<file path="src/rtl/i2c_cfg_sequencer.sv">
// I2C configuration sequencer: walks a synchronous-read command ROM and turns
// each WRITE entry into a register-write request for the I2C byte master.
// It also handles DELAY, END and NOP entries, retries NACKed writes, and
// reports done/error status to the bring-up controller.
module i2c_cfg_sequencer #(
   parameter int LINES       = 16,
   parameter int DW          = 32,
   parameter int MAX_RETRY   = 3,
   parameter int DELAY_SHIFT = 10,
   localparam int AW         = (LINES > 1) ? $clog2(LINES) : 1
) (
   input  logic          clk,
   input  logic          rst_n,
   input  logic          start,
   output logic [AW-1:0] rom_addr,
   input  logic [DW-1:0] rom_data,
   output logic          cmd_valid,
   input  logic          cmd_ready,
   output logic [6:0]    cmd_dev,
   output logic [7:0]    cmd_reg,
   output logic [7:0]    cmd_data,
   input  logic          rsp_valid,
   input  logic          rsp_nack,
   output logic          busy,
   output logic          done,
   output logic          error,
   output logic [AW-1:0] fail_addr
);

   localparam int RW = (MAX_RETRY > 0) ? $clog2(MAX_RETRY + 1) : 1;
   localparam int CW = 16 + DELAY_SHIFT;

   localparam logic [7:0] OP_WRITE = 8'h00;
   localparam logic [7:0] OP_DELAY = 8'h01;
   localparam logic [7:0] OP_END   = 8'hFF;

   typedef enum logic [3:0] {
      S_IDLE,
      S_FETCH,
      S_LATCH,
      S_DECODE,
      S_ISSUE,
      S_WAIT_RSP,
      S_DELAY,
      S_NEXT,
      S_FINISH,
      S_FAIL
   } state_e;

   state_e          state_q, state_d;
   logic [AW-1:0]   addr_q, addr_d;
   logic [RW-1:0]   retry_q, retry_d;
   logic [CW-1:0]   cnt_q, cnt_d;
   logic            vld_q, vld_d;
   logic [6:0]      dev_q, dev_d;
   logic [7:0]      reg_q, reg_d;
   logic [7:0]      dat_q, dat_d;
   logic            busy_q, busy_d;
   logic            done_q, done_d;
   logic            err_q, err_d;
   logic [AW-1:0]   fail_q, fail_d;

   // Latched ROM word fields (bit 16 carries no meaning in any opcode)
   logic [7:0]      op_q;
   logic [6:0]      wdev_q;
   logic [15:0]     lo_q;
   logic            unused_rom_bit;

   assign unused_rom_bit = rom_data[16];

   // Capture the ROM word during LATCH, once the read latency has elapsed
   always_ff @(posedge clk) begin
      if (state_q == S_LATCH) begin
         op_q   <= rom_data[31:24];
         wdev_q <= rom_data[23:17];
         lo_q   <= rom_data[15:0];
      end
   end

   // Sequencer state, command and status registers
   always_ff @(posedge clk or negedge rst_n) begin
      if (!rst_n) begin
         state_q <= S_IDLE;
         addr_q  <= '0;
         retry_q <= '0;
         cnt_q   <= '0;
         vld_q   <= 1'b0;
         dev_q   <= '0;
         reg_q   <= '0;
         dat_q   <= '0;
         busy_q  <= 1'b0;
         done_q  <= 1'b0;
         err_q   <= 1'b0;
         fail_q  <= '0;
      end else begin
         state_q <= state_d;
         addr_q  <= addr_d;
         retry_q <= retry_d;
         cnt_q   <= cnt_d;
         vld_q   <= vld_d;
         dev_q   <= dev_d;
         reg_q   <= reg_d;
         dat_q   <= dat_d;
         busy_q  <= busy_d;
         done_q  <= done_d;
         err_q   <= err_d;
         fail_q  <= fail_d;
      end
   end

   // Next-state logic: fetch/decode walk, handshake, retry and delay handling
   always_comb begin
      state_d = state_q;
      addr_d  = addr_q;
      retry_d = retry_q;
      cnt_d   = cnt_q;
      dev_d   = dev_q;
      reg_d   = reg_q;
      dat_d   = dat_q;
      busy_d  = busy_q;
      done_d  = done_q;
      err_d   = err_q;
      fail_d  = fail_q;
      case (state_q)
         S_IDLE: begin
            if (start) begin
               done_d  = 1'b0;
               err_d   = 1'b0;
               retry_d = '0;
               addr_d  = '0;
               busy_d  = 1'b1;
               state_d = S_FETCH;
            end
         end
         S_FETCH:  state_d = S_LATCH;
         S_LATCH:  state_d = S_DECODE;
         S_DECODE: begin
            case (op_q)
               OP_WRITE: begin
                  dev_d   = wdev_q;
                  reg_d   = lo_q[15:8];
                  dat_d   = lo_q[7:0];
                  state_d = S_ISSUE;
               end
               OP_DELAY: begin
                  if (lo_q == 16'd0) begin
                     state_d = S_NEXT;
                  end else begin
                     cnt_d   = CW'(lo_q) << DELAY_SHIFT;
                     state_d = S_DELAY;
                  end
               end
               OP_END:  state_d = S_FINISH;
               default: state_d = S_NEXT;
            endcase
         end
         S_ISSUE: begin
            // Response pulses are not looked at here, so one coinciding with
            // the handshake is dropped.
            if (cmd_ready) state_d = S_WAIT_RSP;
         end
         S_WAIT_RSP: begin
            if (rsp_valid) begin
               if (!rsp_nack) begin
                  retry_d = '0;
                  state_d = S_NEXT;
               end else if (retry_q < RW'(MAX_RETRY)) begin
                  retry_d = retry_q + RW'(1);
                  state_d = S_ISSUE;
               end else begin
                  state_d = S_FAIL;
               end
            end
         end
         S_DELAY: begin
            if (cnt_q == CW'(1)) state_d = S_NEXT;
            else                 cnt_d   = cnt_q - CW'(1);
         end
         S_NEXT: begin
            if (addr_q == AW'(LINES - 1)) begin
               state_d = S_FINISH;
            end else begin
               addr_d  = addr_q + AW'(1);
               state_d = S_FETCH;
            end
         end
         S_FINISH: begin
            done_d  = 1'b1;
            busy_d  = 1'b0;
            state_d = S_IDLE;
         end
         S_FAIL: begin
            err_d   = 1'b1;
            fail_d  = addr_q;
            busy_d  = 1'b0;
            state_d = S_IDLE;
         end
         default: state_d = S_IDLE;
      endcase
      // Request is high exactly while in ISSUE, so it only falls after a handshake
      vld_d = (state_d == S_ISSUE);
   end

   assign rom_addr  = addr_q;
   assign cmd_valid = vld_q;
   assign cmd_dev   = dev_q;
   assign cmd_reg   = reg_q;
   assign cmd_data  = dat_q;
   assign busy      = busy_q;
   assign done      = done_q;
   assign error     = err_q;
   assign fail_addr = fail_q;

endmodule

</file>
<file path="config.mk">
export PLATFORM = sky130hd
export DESIGN_NAME = i2c_cfg_sequencer
export DESIGN_NICKNAME = d
export VERILOG_FILES = /design/src/rtl/i2c_cfg_sequencer.sv
export SDC_FILE = /design/constraint.sdc
export NUM_CORES = 1
export LEC_CHECK = 0
export CAP_MARGIN = 30
export CELL_PAD_IN_SITES_DETAIL_PLACEMENT = 1
export CELL_PAD_IN_SITES_GLOBAL_PLACEMENT = 2
export CORE_MARGIN = 1
export CORE_UTILIZATION = 32
export CTS_CLUSTER_SIZE = 8
export DETAILED_ROUTE_END_ITERATION = 7
export PLACE_DENSITY_LB_ADDON = 0.25
export SLEW_MARGIN = 30
export SYNTH_ARGS = -nofsm -noshare
export SYNTH_HDL_FRONTEND = slang
export SYNTH_SLANG_ARGS = --single-unit
</file>
<file path="constraint.sdc">
create_clock -name clk -period 2.4 [get_ports clk]
set_input_delay 0.24 -clock clk [delete_from_list [all_inputs] [get_ports clk]]
set_output_delay 0.24 -clock clk [all_outputs]
set_load 0.05 [all_outputs]
</file>
* After elaboration in Yosys (flattened, before gate mapping)
Cells that the tools add are included.
Cells by class: add/sub/neg operators 3, multiply operators 0, div/mod/pow operators 0, order comparisons 1, equality and inequality tests 21, shift operators 0, muxes and demuxes 27, bitwise operators 0, reduce and logical (&&, ||, !) cells 17
Operators with widths (number):
- 2-to-1 mux 26 bit | 3
- one-hot mux 26 bit (2 select lines) | 1
- 2-to-1 mux 4 bit | 9
- one-hot mux 4 bit (8 select lines) | 1
- == test 26 x 1 -> 1 bit, second input constant | 1
- subtractor 26 x 1 -> 26 bit, second input constant | 1
- == test 4 x 3 -> 1 bit, second input constant | 5
- logical NOT 16 bit | 1
- == test 4 bit, second input constant | 3
- != test 2 bit, second input constant | 6
- one-hot mux 4 bit (3 select lines) | 1
- nonzero test 2 bit | 6
- == test 4 x 2 -> 1 bit, second input constant | 2
- == test 8 x 1 -> 1 bit, second input constant | 1
- == test 8 bit, second input constant | 1
- logical NOT 8 bit | 1
- 2-to-1 mux 2 bit | 4
- one-hot mux 4 bit (2 select lines) | 1
- AND reduction 2 bit | 4
- AND reduction 4 bit | 2
- one-hot mux 1 bit (2 select lines) | 3
- adder 4 x 1 -> 4 bit, second input constant | 1
- == test 4 x 1 -> 1 bit, second input constant | 1
- logical NOT 4 bit | 1
- 7 further kinds | 9
Storage, ports and cells: register bits after elaboration 98, latch bits 0, memory bits (writable) 0, memory bits (read-only) 0, input port bits 38, output and inout port bits 35, word-level logic and storage cells 84, memories 0

* Logic depth before layout (Yosys ltp)
depth in word-level cells 6, mapped depth 8

* Worst setup path before layout
No wires, ideal clock.
path kind reg-to-reg, from reg cnt_q[0], to reg cnt_q[22], setup time 79 ps, data arrival time 2319 ps, required time 2321 ps, slack 1 ps, cell stages (with the launch flop) 9, path buffers 1, cells stage by stage dfrtp_1 -> inv_1 -> ha_1 -> or4b_1 -> or3_1 -> clkbuf_1 -> or3_4 -> a211oi_2 -> a2bb2oi_1
Between the ends: cells in the longest elaborated chain, start to end 3, elaborated cells on any way between the ends 6
Ends and longest elaborated chain:
- from (decl) | line 53 | logic [CW-1:0] cnt_q, cnt_d;
- from (signal assigned) | line 99 | cnt_q <= cnt_d;
- subtractor 26 x 1 -> 26 bit or == test 26 x 1 -> 1 bit (tied branches) | line 177, 176
- 2-to-1 mux 26 bit or != test 2 bit (tied branches)
- one-hot mux 26 bit (2 select lines) or AND reduction 4 bit (tied branches)
Several ways; a longest one is shown, not always the timed one. The select of a mux whose other input is x is not followed. A chain may end at the register's enable or synchronous reset.

* Worst setup path after layout
Ends and elaborated chain as after synthesis.

==> metrics.md <==
| Metric | Value |
|---|---|
| Class of the most critical hold timing path | `in -> reg` |
| Kind of start point of the critical path | `flop` |
| F_max | `434 MHz` |
| Total power draw | `6.90 mW` |
| Mapped Cells | `385` |
| Total Die Area | `14600 µm²` |
| Sequential fraction of design power | `37.6%` |
| Most used DFF post-synth | `sky130_fd_sc_hd__dfrtp_1` |
| Cell Rows | `42` |
| Remaining routing DRC violations | `0` |
| End of the worst register-to-register path | `cnt_q[22]` |
| Worst reg-to-reg path cell count | `7` |
| Critical Path Start | `cnt_q[0]` |
| Boundary Pins | `73` |
| Total wire length after detailed routing | `12300 µm` |
| Mapped Area | `4500 µm²` |
| Number of sinks on the clock net | `98` |
| Global-route wire length before repair | `20900 µm` |
| Average detailed-routed wire length per instance | `18.5 µm` |
| TritonCTS clock tree | `done` |
| Status | `completed` |
| FFs w/ async S/R, synth | `68.4%` |
| Cell-by-cell trace of the critical path | `inv_1 > ha_1 > or4b_4 > or3_1 > or3_4 > a211oi_2 > a2bb2oi_2` |
| Data arrival at the endpoint of the critical path | `2580 ps` |
| Lkg Pwr | `2.43 nW` |
| Number of buffers inserted during clock tree synthesis | `9` |
| Clk Latency, worst-skew pair | `350 ps` |
| Global route total overflow | `0` |
| Slowest Stage Delay on Critical Path | `500 ps` |
| Critical R2R Launch | `cnt_q[0]` |
| Clock tree skew after final layout | `5.62 ps` |
| Switching power total | `2.70 mW` |
| Buffer count from post-CTS setup fixing | `0` |
| H-tree levels | `3` |
| Clock network fraction of total power | `21.3%` |
| Layout cell share with drive strength beyond 1 | `19.4%` |
| Overall Global Routing Usage | `18.5%` |
| Crit end category | `flop` |
| Largest Register | `cnt_q` |
| Final-report setup violation count | `0` |
| Number of failing hold endpoints at the final stage | `0` |
| Worst slew margin relative to its limit | `57.2%` |
| Initial Utilization | `33.3%` |
| Critical Path Fanout Max | `4` |
| Worst Setup Path Type | `reg -> reg` |
| Pre-antenna DRT Iters | `5` |
| Clock transition time at the flip-flop clock pins of the worst setup and hold paths | `70 ps` |
| Final Cycle Share | `95.9%` |
| Final worst-path setup slack | `97.9 ps` |
| Synth-to-layout area growth | `33.7%` |
| Placeable core region | `13500 µm²` |
| Root buffer cell | `sky130_fd_sc_hd__clkbuf_16` |
| Chip height | `121 µm` |
| Slowest stage cell on the critical path | `sky130_fd_sc_hd__or4b_4` |
| Number of flip-flops under the largest register name | `26` |
| Antenna diode count | `0` |
| Regs by FF count | `cnt_q x26, lo_q x16` |
| Switch share | `39.1%` |
| Crit path time final | `2300 ps` |
| End point of the critical path | `cnt_q[22]` |
| Net count after synthesis | `427` |
| Average cell area after synthesis | `11.7 µm²` |
| Antenna violation net count after detailed routing | `0` |
| Violation count after the first detailed-route iteration | `130` |
| Yosys cell types | `58` |
| Accumulated negative setup slack | `0 ps` |
| Internal | `4.20 mW` |
| Number of antenna violations at the first check in global routing | `0` |
| VDD IR-drop max | `436 µV` |
| Max-capacitance violation count | `0` |
| Post-synth EDFFs | `31` |
| Vias per Instance | `5.39` |
| Number of pins exceeding their max-slew limit in the final report | `0` |
| Slack of the worst reg-to-reg path | `100 ps` |
| Yosys warning total | `0` |
| Worst EP required | `2680 ps` |
| Largest net degree at the start of global routing | `41` |
| DR vias | `3587` |
| Transition time at the pin with the least slew margin | `642 ps` |
| Proportion of synthesized chip area in sequential cells | `57.9%` |
| Post-synthesis sequential element count | `98` |
| Fraction of power consumed by combinational cells | `41.1%` |
| Dpl ws | `17.0 ps` |
| Placer's final routability congestion estimate | `0.763` |
| Post-DP HPWL | `8870 µm` |
| Deepest clock path buffer count | `2` |
| Cell Pwr Density | `1150 nW/µm²` |
| Floorplan die width | `121 µm` |
| Vias in the first global route | `3878` |
| Final net count | `527` |
| Buffers on Ports | `71` |
[placed cells by master, fill, tap and decap left out, types with 4 or more instances in the layout]
cell type and n:
sky130_fd_sc_hd__a21oi_1 10, sky130_fd_sc_hd__a31oi_1 11, sky130_fd_sc_hd__a32o_1 7, sky130_fd_sc_hd__and3_1 4, sky130_fd_sc_hd__buf_12 4, sky130_fd_sc_hd__buf_4 36, sky130_fd_sc_hd__clkbuf_16 9, sky130_fd_sc_hd__clkdlybuf4s50_1 70
sky130_fd_sc_hd__dfrtp_1 67, sky130_fd_sc_hd__edfxtp_1 31, sky130_fd_sc_hd__ha_1 4, sky130_fd_sc_hd__inv_1 4, sky130_fd_sc_hd__mux2_2 27, sky130_fd_sc_hd__nand2_1 19, sky130_fd_sc_hd__nand3_1 15, sky130_fd_sc_hd__nand4_1 8
sky130_fd_sc_hd__nor2_1 29, sky130_fd_sc_hd__nor2b_1 5, sky130_fd_sc_hd__nor3_1 16, sky130_fd_sc_hd__nor4_1 11, sky130_fd_sc_hd__o21ai_0 12, sky130_fd_sc_hd__o21ai_1 6, sky130_fd_sc_hd__o22a_1 4, sky130_fd_sc_hd__o31ai_1 8
sky130_fd_sc_hd__or3_1 5, sky130_fd_sc_hd__or4_1 4
[layer usage]
layer | vias to the layer above | GRT usage [%] | share of wire (%)
met3 | 10 | 5.19 | 5.0
met5 | - | 0 | 0
met1 | 1813 | 25.3 | 48
li1 | 1691 | - | -
met2 | 73 | 28.6 | 46
met4 | 0 | 5.40 | 1.0
[power by group through the flow]
stage	sequential, mW	clock [mW]	combinational [mW]
final	2.59	1.47	2.83
after global routing	2.67	1.58	3.13
after CTS	2.59	1.51	2.82
after detailed placement	2.62	0	2.81
after global placement	2.60	0	2.72
after floorplan	2.76	0	1.50
[how the worst min path moves through the flow]
stage / from / endpoint / slack [ps] / depth (start not counted)
after floorplan: rst_n / busy / -60 / 0
after global placement: rst_n / cnt_q[18] / 320 / 1
after detailed placement: rst_n / cnt_q[18] / 310 / 1
after CTS: rom_data[23] / wdev_q[6] / 440 / 1
after global routing: rom_data[12] / lo_q[12] / 430 / 1
final: rom_data[23] / wdev_q[6] / 440 / 1
[timing repair]
action | 4_1_cts | 5_1_grt
setup endpoints to repair | 0 | 6
hold buffers | 1 | 0
resized for setup | 0 | 5
hold endpoints to repair | 22 | 0
[Yosys cell counts, drive strengths merged (3+ instances only)]
master	n	share of area (%)
a211oi	3	0.61
a21oi	10	1.1
a31oi	11	1.5
a32o	7	1.6
and3	4	0.56
buf	4	0.72
clkbuf	19	1.6
dfrtp	67	37
edfxtp	31	21
ha	4	1.1
inv	5	0.42
mux2	27	6.8
nand2	19	1.6
nand3	15	1.7
nand4	8	1.1
nor2	30	2.5
nor2b	5	0.69
nor3	17	2.0
nor4	11	1.5
nor4bb	3	0.67
o211a	3	0.67
o211ai	3	0.50
o21ai	18	2.0
o22a	4	0.78
o22ai	3	0.42
o31ai	8	1.3
or3	7	1.2
or4	5	0.92
[layout make-up]
class                      instances  area, µm²
fill                            1448       7480
sequential                        98       2610
multi-input combinational        259       1810
timing repair buffer             112       1070
clock buffer                       9        225
tap                              176        220
clock inverter                     7       76.3
inverter                           5       18.8
[metrics by stage]
stage	instances	utilization [%]	area [µm²]	hold WS, ps
6_report	666	44.6	6020	444
5_1_grt	666	44.6	6020	433
4_1_cts	666	44.4	6000	436
3_5_place_dp	649	42.1	5690	309
3_3_place_gp	649	42.1	5690	318
2_1_floorplan	385	-	4500	-55.6
[worst max-delay path: cells and delay by family, from the launching register on]
family / cells / cell delay (ps)
buffers and inverters: 1 / 100
and+or+nand+nor: 3 / 1220
adders and majority gates: 1 / 170
AOI/OAI and AO/OA: 2 / 360
DFF: 1 / 380
[kinds of logic after synthesis]
family / count (synthesis) / synth area share, %
AND/OR/NAND/NOR: 136 / 16.7
flip-flops: 98 / 57.9
AO/OA/AOI/OAI: 90 / 14.4
buffers and inverters: 28 / 2.72
multiplexers: 27 / 6.75
adder cells (fa/ha/maj): 4 / 1.11
XOR/XNOR: 2 / 0.389
Power figures use the tool's default switching activity.
